## src/rtl/lane_gate_scheduler.sv

```systemverilog
// lane_gate_scheduler: sequences the shared parking-lane barrier.
// Arbitrates entry/exit requests round-robin, drives the barrier motor through
// OPENING -> OPEN -> CLOSING, holds the gate while a car is under it, reverses
// on obstruction during closing and flags a lane blocked for too long.
// Runs on the 1 Hz tick, so every timer counts seconds.
module lane_gate_scheduler #(
    parameter int MOVE_TIME  = 2,   // travel time up or down, 1..255
    parameter int OPEN_TIME  = 5,   // dwell after the lane clears, 1..255
    parameter int FAULT_TIME = 10   // consecutive occupied cycles before fault, > OPEN_TIME
) (
    input  logic clk_1Hz,
    input  logic rst,
    input  logic entry_req,
    input  logic exit_req,
    input  logic full,
    input  logic empty,
    input  logic car_present,
    output logic entry_grant,
    output logic exit_grant,
    output logic served_dir,
    output logic motor_up,
    output logic motor_down,
    output logic gate_open,
    output logic busy,
    output logic lane_fault
);

    typedef enum logic [1:0] {
        IDLE    = 2'd0,
        OPENING = 2'd1,
        OPEN    = 2'd2,
        CLOSING = 2'd3
    } state_t;

    localparam logic [7:0] MOVE_LD  = 8'(MOVE_TIME);
    localparam logic [7:0] OPEN_LD  = 8'(OPEN_TIME);
    localparam logic [7:0] FAULT_LD = 8'(FAULT_TIME);

    state_t     state;
    logic       last_served;   // 0 = entry, 1 = exit; the other side wins a tie
    logic [7:0] mv_tmr;        // remaining travel cycles in OPENING/CLOSING
    logic [7:0] open_tmr;      // remaining dwell cycles in OPEN
    logic [7:0] blk_cnt;       // consecutive occupied cycles in OPEN

    logic       e_ok;
    logic       x_ok;
    logic       pick_e;
    logic       pick_x;
    logic [7:0] blk_nxt;

    // Eligibility after occupancy masking and round-robin tie break.
    always_comb begin
        e_ok    = entry_req & ~full;
        x_ok    = exit_req & ~empty;
        pick_e  = e_ok & (~x_ok | last_served);
        pick_x  = x_ok & (~e_ok | ~last_served);
        blk_nxt = (blk_cnt == 8'hFF) ? blk_cnt : blk_cnt + 8'd1;
    end

    // Gate sequencer: state, timers and all registered outputs.
    always_ff @(posedge clk_1Hz or posedge rst) begin
        if (rst) begin
            state       <= IDLE;
            last_served <= 1'b1;
            mv_tmr      <= 8'd0;
            open_tmr    <= 8'd0;
            blk_cnt     <= 8'd0;
            entry_grant <= 1'b0;
            exit_grant  <= 1'b0;
            served_dir  <= 1'b0;
            motor_up    <= 1'b0;
            motor_down  <= 1'b0;
            gate_open   <= 1'b0;
            busy        <= 1'b0;
            lane_fault  <= 1'b0;
        end else begin
            entry_grant <= 1'b0;
            exit_grant  <= 1'b0;
            case (state)
                IDLE: begin
                    if (pick_e || pick_x) begin
                        state       <= OPENING;
                        entry_grant <= pick_e;
                        exit_grant  <= pick_x;
                        served_dir  <= pick_x;
                        last_served <= pick_x;
                        mv_tmr      <= MOVE_LD;
                        motor_up    <= 1'b1;
                        busy        <= 1'b1;
                    end
                end
                OPENING: begin
                    if (mv_tmr <= 8'd1) begin
                        state     <= OPEN;
                        mv_tmr    <= 8'd0;
                        motor_up  <= 1'b0;
                        gate_open <= 1'b1;
                        open_tmr  <= OPEN_LD;
                        blk_cnt   <= 8'd0;
                    end else begin
                        mv_tmr <= mv_tmr - 8'd1;
                    end
                end
                OPEN: begin
                    if (car_present) begin
                        // Occupied lane restarts the dwell and feeds the blocked counter.
                        open_tmr <= OPEN_LD;
                        blk_cnt  <= blk_nxt;
                        if (blk_nxt >= FAULT_LD)
                            lane_fault <= 1'b1;
                    end else begin
                        blk_cnt    <= 8'd0;
                        lane_fault <= 1'b0;
                        if (open_tmr <= 8'd1) begin
                            state      <= CLOSING;
                            open_tmr   <= 8'd0;
                            gate_open  <= 1'b0;
                            motor_down <= 1'b1;
                            mv_tmr     <= MOVE_LD;
                        end else begin
                            open_tmr <= open_tmr - 8'd1;
                        end
                    end
                end
                CLOSING: begin
                    if (car_present) begin
                        // Obstruction: reverse to a full raise, same service.
                        state      <= OPENING;
                        motor_down <= 1'b0;
                        motor_up   <= 1'b1;
                        mv_tmr     <= MOVE_LD;
                    end else if (mv_tmr <= 8'd1) begin
                        state      <= IDLE;
                        mv_tmr     <= 8'd0;
                        motor_down <= 1'b0;
                        busy       <= 1'b0;
                    end else begin
                        mv_tmr <= mv_tmr - 8'd1;
                    end
                end
                default: begin
                    state      <= IDLE;
                    motor_up   <= 1'b0;
                    motor_down <= 1'b0;
                    gate_open  <= 1'b0;
                    busy       <= 1'b0;
                end
            endcase
        end
    end

endmodule

```

## config.mk

```make
export PLATFORM = sky130hd
export DESIGN_NAME = lane_gate_scheduler
export DESIGN_NICKNAME = d
export VERILOG_FILES = /design/src/rtl/lane_gate_scheduler.sv
export SDC_FILE = /design/constraint.sdc
export NUM_CORES = 1
export LEC_CHECK = 0
export CAP_MARGIN = 5
export CORE_ASPECT_RATIO = 1.1
export CORE_MARGIN = 2
export CORE_UTILIZATION = 65
export CTS_BUF_LIST = sky130_fd_sc_hd__clkbuf_4
export DETAILED_ROUTE_END_ITERATION = 8
export DONT_BUFFER_PORTS = 1
export PLACE_DENSITY_LB_ADDON = 0.2
export SLEW_MARGIN = 20
export SYNTH_ARGS = -nofsm -noshare
export SYNTH_HDL_FRONTEND = slang
export SYNTH_SLANG_ARGS = --single-unit
```

## constraint.sdc

```tcl
create_clock -name clk_1Hz -period 2.6 [get_ports clk_1Hz]
set_input_delay 0.52 -clock clk_1Hz [delete_from_list [all_inputs] [get_ports clk_1Hz]]
set_output_delay 0.52 -clock clk_1Hz [all_outputs]
set_load 0.02 [all_outputs]
```

Yosys cells after proc, flatten, opt, wreduce, memory -nomap -nowiden
Cells that the tools add are included.

word-level totals
  flip-flop bits (word level) = 35
  input port bits = 7
  output and inout bits = 8
  word-level logic and storage cells = 99

cells by class
  add/subtract/negate cells = 3
  order comparisons = 3
  equality and inequality tests = 13
  muxes and demuxes = 41
  bitwise gates (word level) = 11
  reductions and logical operators = 15

operators by type and width
  kind                                                                                 number
  8-bit 2-to-1 mux                                                                     11
  8-bit case mux with 2 select lines                                                   2
  8-bit case mux with 4 select lines                                                   1
  8-bit by 1-bit less-or-equal comparator with 1-bit output, second input constant     2
  1-bit 2-to-1 mux                                                                     16
  4-bit AND reduction                                                                  4
  8-bit by 1-bit subtractor with 8-bit output, second input constant                   2
  2-bit != test, second input constant                                                 7
  2-bit 2-to-1 mux                                                                     6
  8-bit by 1-bit adder with 8-bit output, second input constant                        1
  8-bit == test, second input constant                                                 1
  8-bit by 4-bit greater-or-equal comparator with 1-bit output, second input constant  1
  2-bit case mux with 4 select lines                                                   1
  1-bit case mux with 2 select lines                                                   3
  2-bit AND reduction                                                                  3
  2-bit nonzero test                                                                   3
  1-bit inverter                                                                       5
  5-bit AND reduction                                                                  1
  1-bit bitwise AND                                                                    4
  2-bit == test, second input constant                                                 2
  3-bit != test, second input constant                                                 1
  1-bit case mux with 3 select lines                                                   1
  3-bit AND reduction                                                                  1
  3-bit nonzero test                                                                   1
  5 further kinds                                                                      6

Depth between registers and ports, before layout
  depth in word-level cells = 8
  gate-level depth with buffers = 8
  mapped depth without buffers = 6

Worst setup path after synthesis
OpenSTA, ideal clock, no wires.

  path type = register -> register
  start = register state[1]
  end = register open_tmr[5]
  arrival = 1987 ps
  data required time = 2531 ps
  slack = 544 ps
  cell stages (with the launch flop) = 8
  path buffers = 1
  path through = dfrtp_1 > inv_1 > ha_1 > buf_1 > inv_1 > o41a_1 > or4b_1 > nand3_1

on the way
  word-level cells in the longest chain between the ends = 3

ends and longest elaborated chain
  element                                                                           RTL line  RTL
  start, declared                                                                   39        state_t state;
  start signal, assigned                                                            63        state <= IDLE;
  start signal, assigned                                                            82        state <= OPENING;
  start signal, assigned                                                            94        state <= OPEN;
  2-bit by 1-bit == test with 1-bit output / 2-bit == test (equally long branches)  79        case (state)
  2-bit != test (no source line) / 2-bit nonzero test (equally long branches)       --
  2-bit AND reduction (no source line)                                              --
  end signal, assigned                                                              121       open_tmr <= open_tmr - 8'd1;
  end, declared                                                                     42        logic [7:0] open_tmr;

Several ways; a longest one is shown, not always the timed one.
A chain may end at the register's enable or synchronous reset.

Final worst setup path
Same ends and word-level chain as after synthesis.

==> impl_metrics.env <==
export IMPL_wl_mm=4.825
export IMPL_placed_cells=267
export IMPL_cellPowerDensity_nw_per_um2=1181
export IMPL_tightest_slew_ns=0.5402
export IMPL_crit_fanout=14
export IMPL_min_path_type="primary input to async pin"
export IMPL_synth_seq_area_share_pct=40.10
export IMPL_die_area_um2=3845
export IMPL_status="finished, final reports clean"
export IMPL_synth_nets=251
export IMPL_fin_tns_setup_ns=0
export IMPL_cap_violations=0
export IMPL_core_um2=3276
export IMPL_synth_top_area_cell="dfrtp_1"
export IMPL_avgViaCountPerCell=6.833
export IMPL_yosys_area_top_type_share_pct=38.90
export IMPL_r2r_end="open_tmr[5]"
export IMPL_path_clk_slew_ns=0.11
export IMPL_io_buffers=0
export IMPL_post_cts_buffers=0
export IMPL_ys_ff_latch=35
export IMPL_drive_gt1_share_pct=10.46
export IMPL_pre_cts_slack_ns=0.3342
export IMPL_post_synth_top_count_cell="dfrtp_1"
export IMPL_cts_hold_buf=0
export IMPL_area_growth_pct=6.979
export IMPL_grt_use_met2_pct=46.57
export IMPL_slew_violations=0
export IMPL_drc=0
export IMPL_drtAntennaViolNets=0
export IMPL_cts_buffers=5
export IMPL_rsz0062_at_grt="no"
export IMPL_worstSetupStartpoint="state[1]"
export IMPL_r2r_start="state[1]"
export IMPL_cts_resized_gates=0
export IMPL_cts_root_buf="clkbuf_4"
export IMPL_peakVddDrop_mv=0.7690
export IMPL_grt_util_met1_pct=35.63
export IMPL_cts_sinks=35
export IMPL_std_cell_rows=22
export IMPL_layout_setup_ws_ns=0.3110
export IMPL_worstPathRequired_ns=2.89
export IMPL_avgSynthCellArea_um2=9.347
export IMPL_r2r_setup_slack_ns=0.31
export IMPL_grt_max_degree=23
export IMPL_vias=1879
export IMPL_ys_flop_type="dfrtp_1"
export IMPL_overflow=0
export IMPL_cts_max_path_buffers=2
export IMPL_die_w_um=59.31
export IMPL_reg2reg_depth=6
export IMPL_final_cells=275
export IMPL_drt_iter0_markers=121
export IMPL_total_power_w=0.002763
export IMPL_htree_num_levels=2
export IMPL_max_freq_mhz=436.9
export IMPL_endpoint="open_tmr[5]"
export IMPL_worstSetupEndpointType="flip-flop"
export IMPL_netlist_instances=234
export IMPL_antenna_found_initial=0
export IMPL_synth_area_um2=2187
export IMPL_leakagePower_nw=1.010
export IMPL_die_h_um=64.84
export IMPL_start_util_pct=66.77
export IMPL_met3_usage_pct=5.788
export IMPL_synth_warnings=0
export IMPL_io_pins=15
export IMPL_hpwl_mm=3.479
export IMPL_relSlewSlack_pct=63.71
export IMPL_period_needed_ns=2.289
export IMPL_grt_pass1_vias=1805
export IMPL_cts_tree="done"
export IMPL_gp_congestion=0.8794
export IMPL_finalSetupViolCount=0
export IMPL_hold_viol=0
export IMPL_clk_latency_ns=0.34
export IMPL_diodes=0
export IMPL_path_class="flip-flop to flip-flop"
export IMPL_cp_data_arrival_time_ns=2.58
export IMPL_firstDrtPassIters=4
export IMPL_ys_top_cells_by_area="dfrtp_1, ha_1, a21oi_1"
export IMPL_grtUsageTotal_pct=28.31
export IMPL_grt_busiest_layer="met2"
export IMPL_grt_pass1_wl_mm=8.280
export IMPL_synth_edf_count=0
export IMPL_synthArstFlopShare_pct=100.0
export IMPL_routedWlPerCell_um=17.55
export IMPL_ys_top_cells_by_count="dfrtp_1, inv_1, a21oi_1"
export IMPL_fin_crit_sh_pct=88.04
export IMPL_fin_nets=255
export IMPL_synthDistinctLibCells=55
export IMPL_crit_path_start_kind="flip-flop"
export IMPL_finClkSkew_ns=0.009910
## worst min-delay path by stage
stage                             end  slack, ns  depth (start not counted)
after floorplan             mv_tmr[7]       0.46                          1
after global placement       motor_up       0.46                          1
after detailed placement     motor_up       0.46                          1
after CTS                        busy       0.08                          1
after global routing      entry_grant       0.13                          1
final                            busy       0.09                          1
## worst max-delay path, stage by stage, from the launching register on
cell	delay [ns]
dfrtp_1	0.44
inv_1	0.12
ha_1	0.30
inv_1	0.13
o41a_1	0.63
or4b_1	0.53
nand3_1	0.09
## power by group
part	internal, W	leakage (nW)	switching, W
Sequential	0.000700	0.445	0.000198
Clock	0.000310	0.0559	0.000186
Combinational	0.000552	0.509	0.000818
Total	0.00156	1.01	0.00120
## cell type report
cell class              count  area [um2]
clock buffers               6       45.04
multi-input cells         170        1192
well taps                  36       45.04
repair buffers              6       45.04
fillers                   251       935.9
inverters                  20       75.07
clock inverters             2       60.06
flip-flops and latches     35       877.1
## per-stage QoR
stage	hold slack [ns]	util (%)	area [um2]
6_report	0.08502	71.43	2340
5_1_grt	0.1318	71.43	2340
4_1_cts	0.07978	71.43	2340
3_5_place_dp	0.4628	68.22	2235
2_1_floorplan	0.4579	-	2187
3_3_place_gp	0.4553	68.22	2235
## cells by family after synthesis
kind of cell / count (synthesis) / share of synthesized area [%]
buffers and inverters: 29 / 5.377
adders and majority gates: 10 / 5.721
AOI/OAI and AO/OA: 82 / 28.66
DFF: 35 / 40.10
muxes: 2 / 0.9154
and+or+nand+nor: 76 / 19.22
## layer usage
metal | vias up | routed length, um
li1 | 906 | -
met1 | 914 | 2027
met2 | 47 | 2478
met3 | 12 | 204
met4 | 0 | 115
met5 | - | 0
## cell usage in the layout, fill, tap and decap left out, types with 3 or more instances in the layout
master,Yosys,routed
nor4_1,3,3
dfrtp_1,34,34
inv_1,20,20
and3_1,7,7
o31a_1,3,3
a32o_1,3,3
o311ai_0,3,3
nor2b_1,4,4
nand3_1,11,11
buf_4,0,6
clkbuf_4,0,6
o41ai_1,3,3
o31ai_1,3,3
nor3_1,3,3
or2_2,3,3
nor2_1,12,12
nand2_1,10,10
o2bb2ai_1,6,6
a31oi_1,9,9
nand2b_1,7,7
o21ai_0,7,7
o211ai_1,6,6
a21oi_1,17,17
or3_1,5,5
ha_1,10,10
## registers in the layout (all words and copies together) (netlist names)
register / count
lane_fault: 1
busy: 1
entry_grant: 1
blk_cnt: 8
gate_open: 1
motor_up: 1
mv_tmr: 8
open_tmr: 8
last_served: 1
state: 2
motor_down: 1
exit_grant: 1
served_dir: 1
Note: power is estimated with default switching activity, not from simulation.
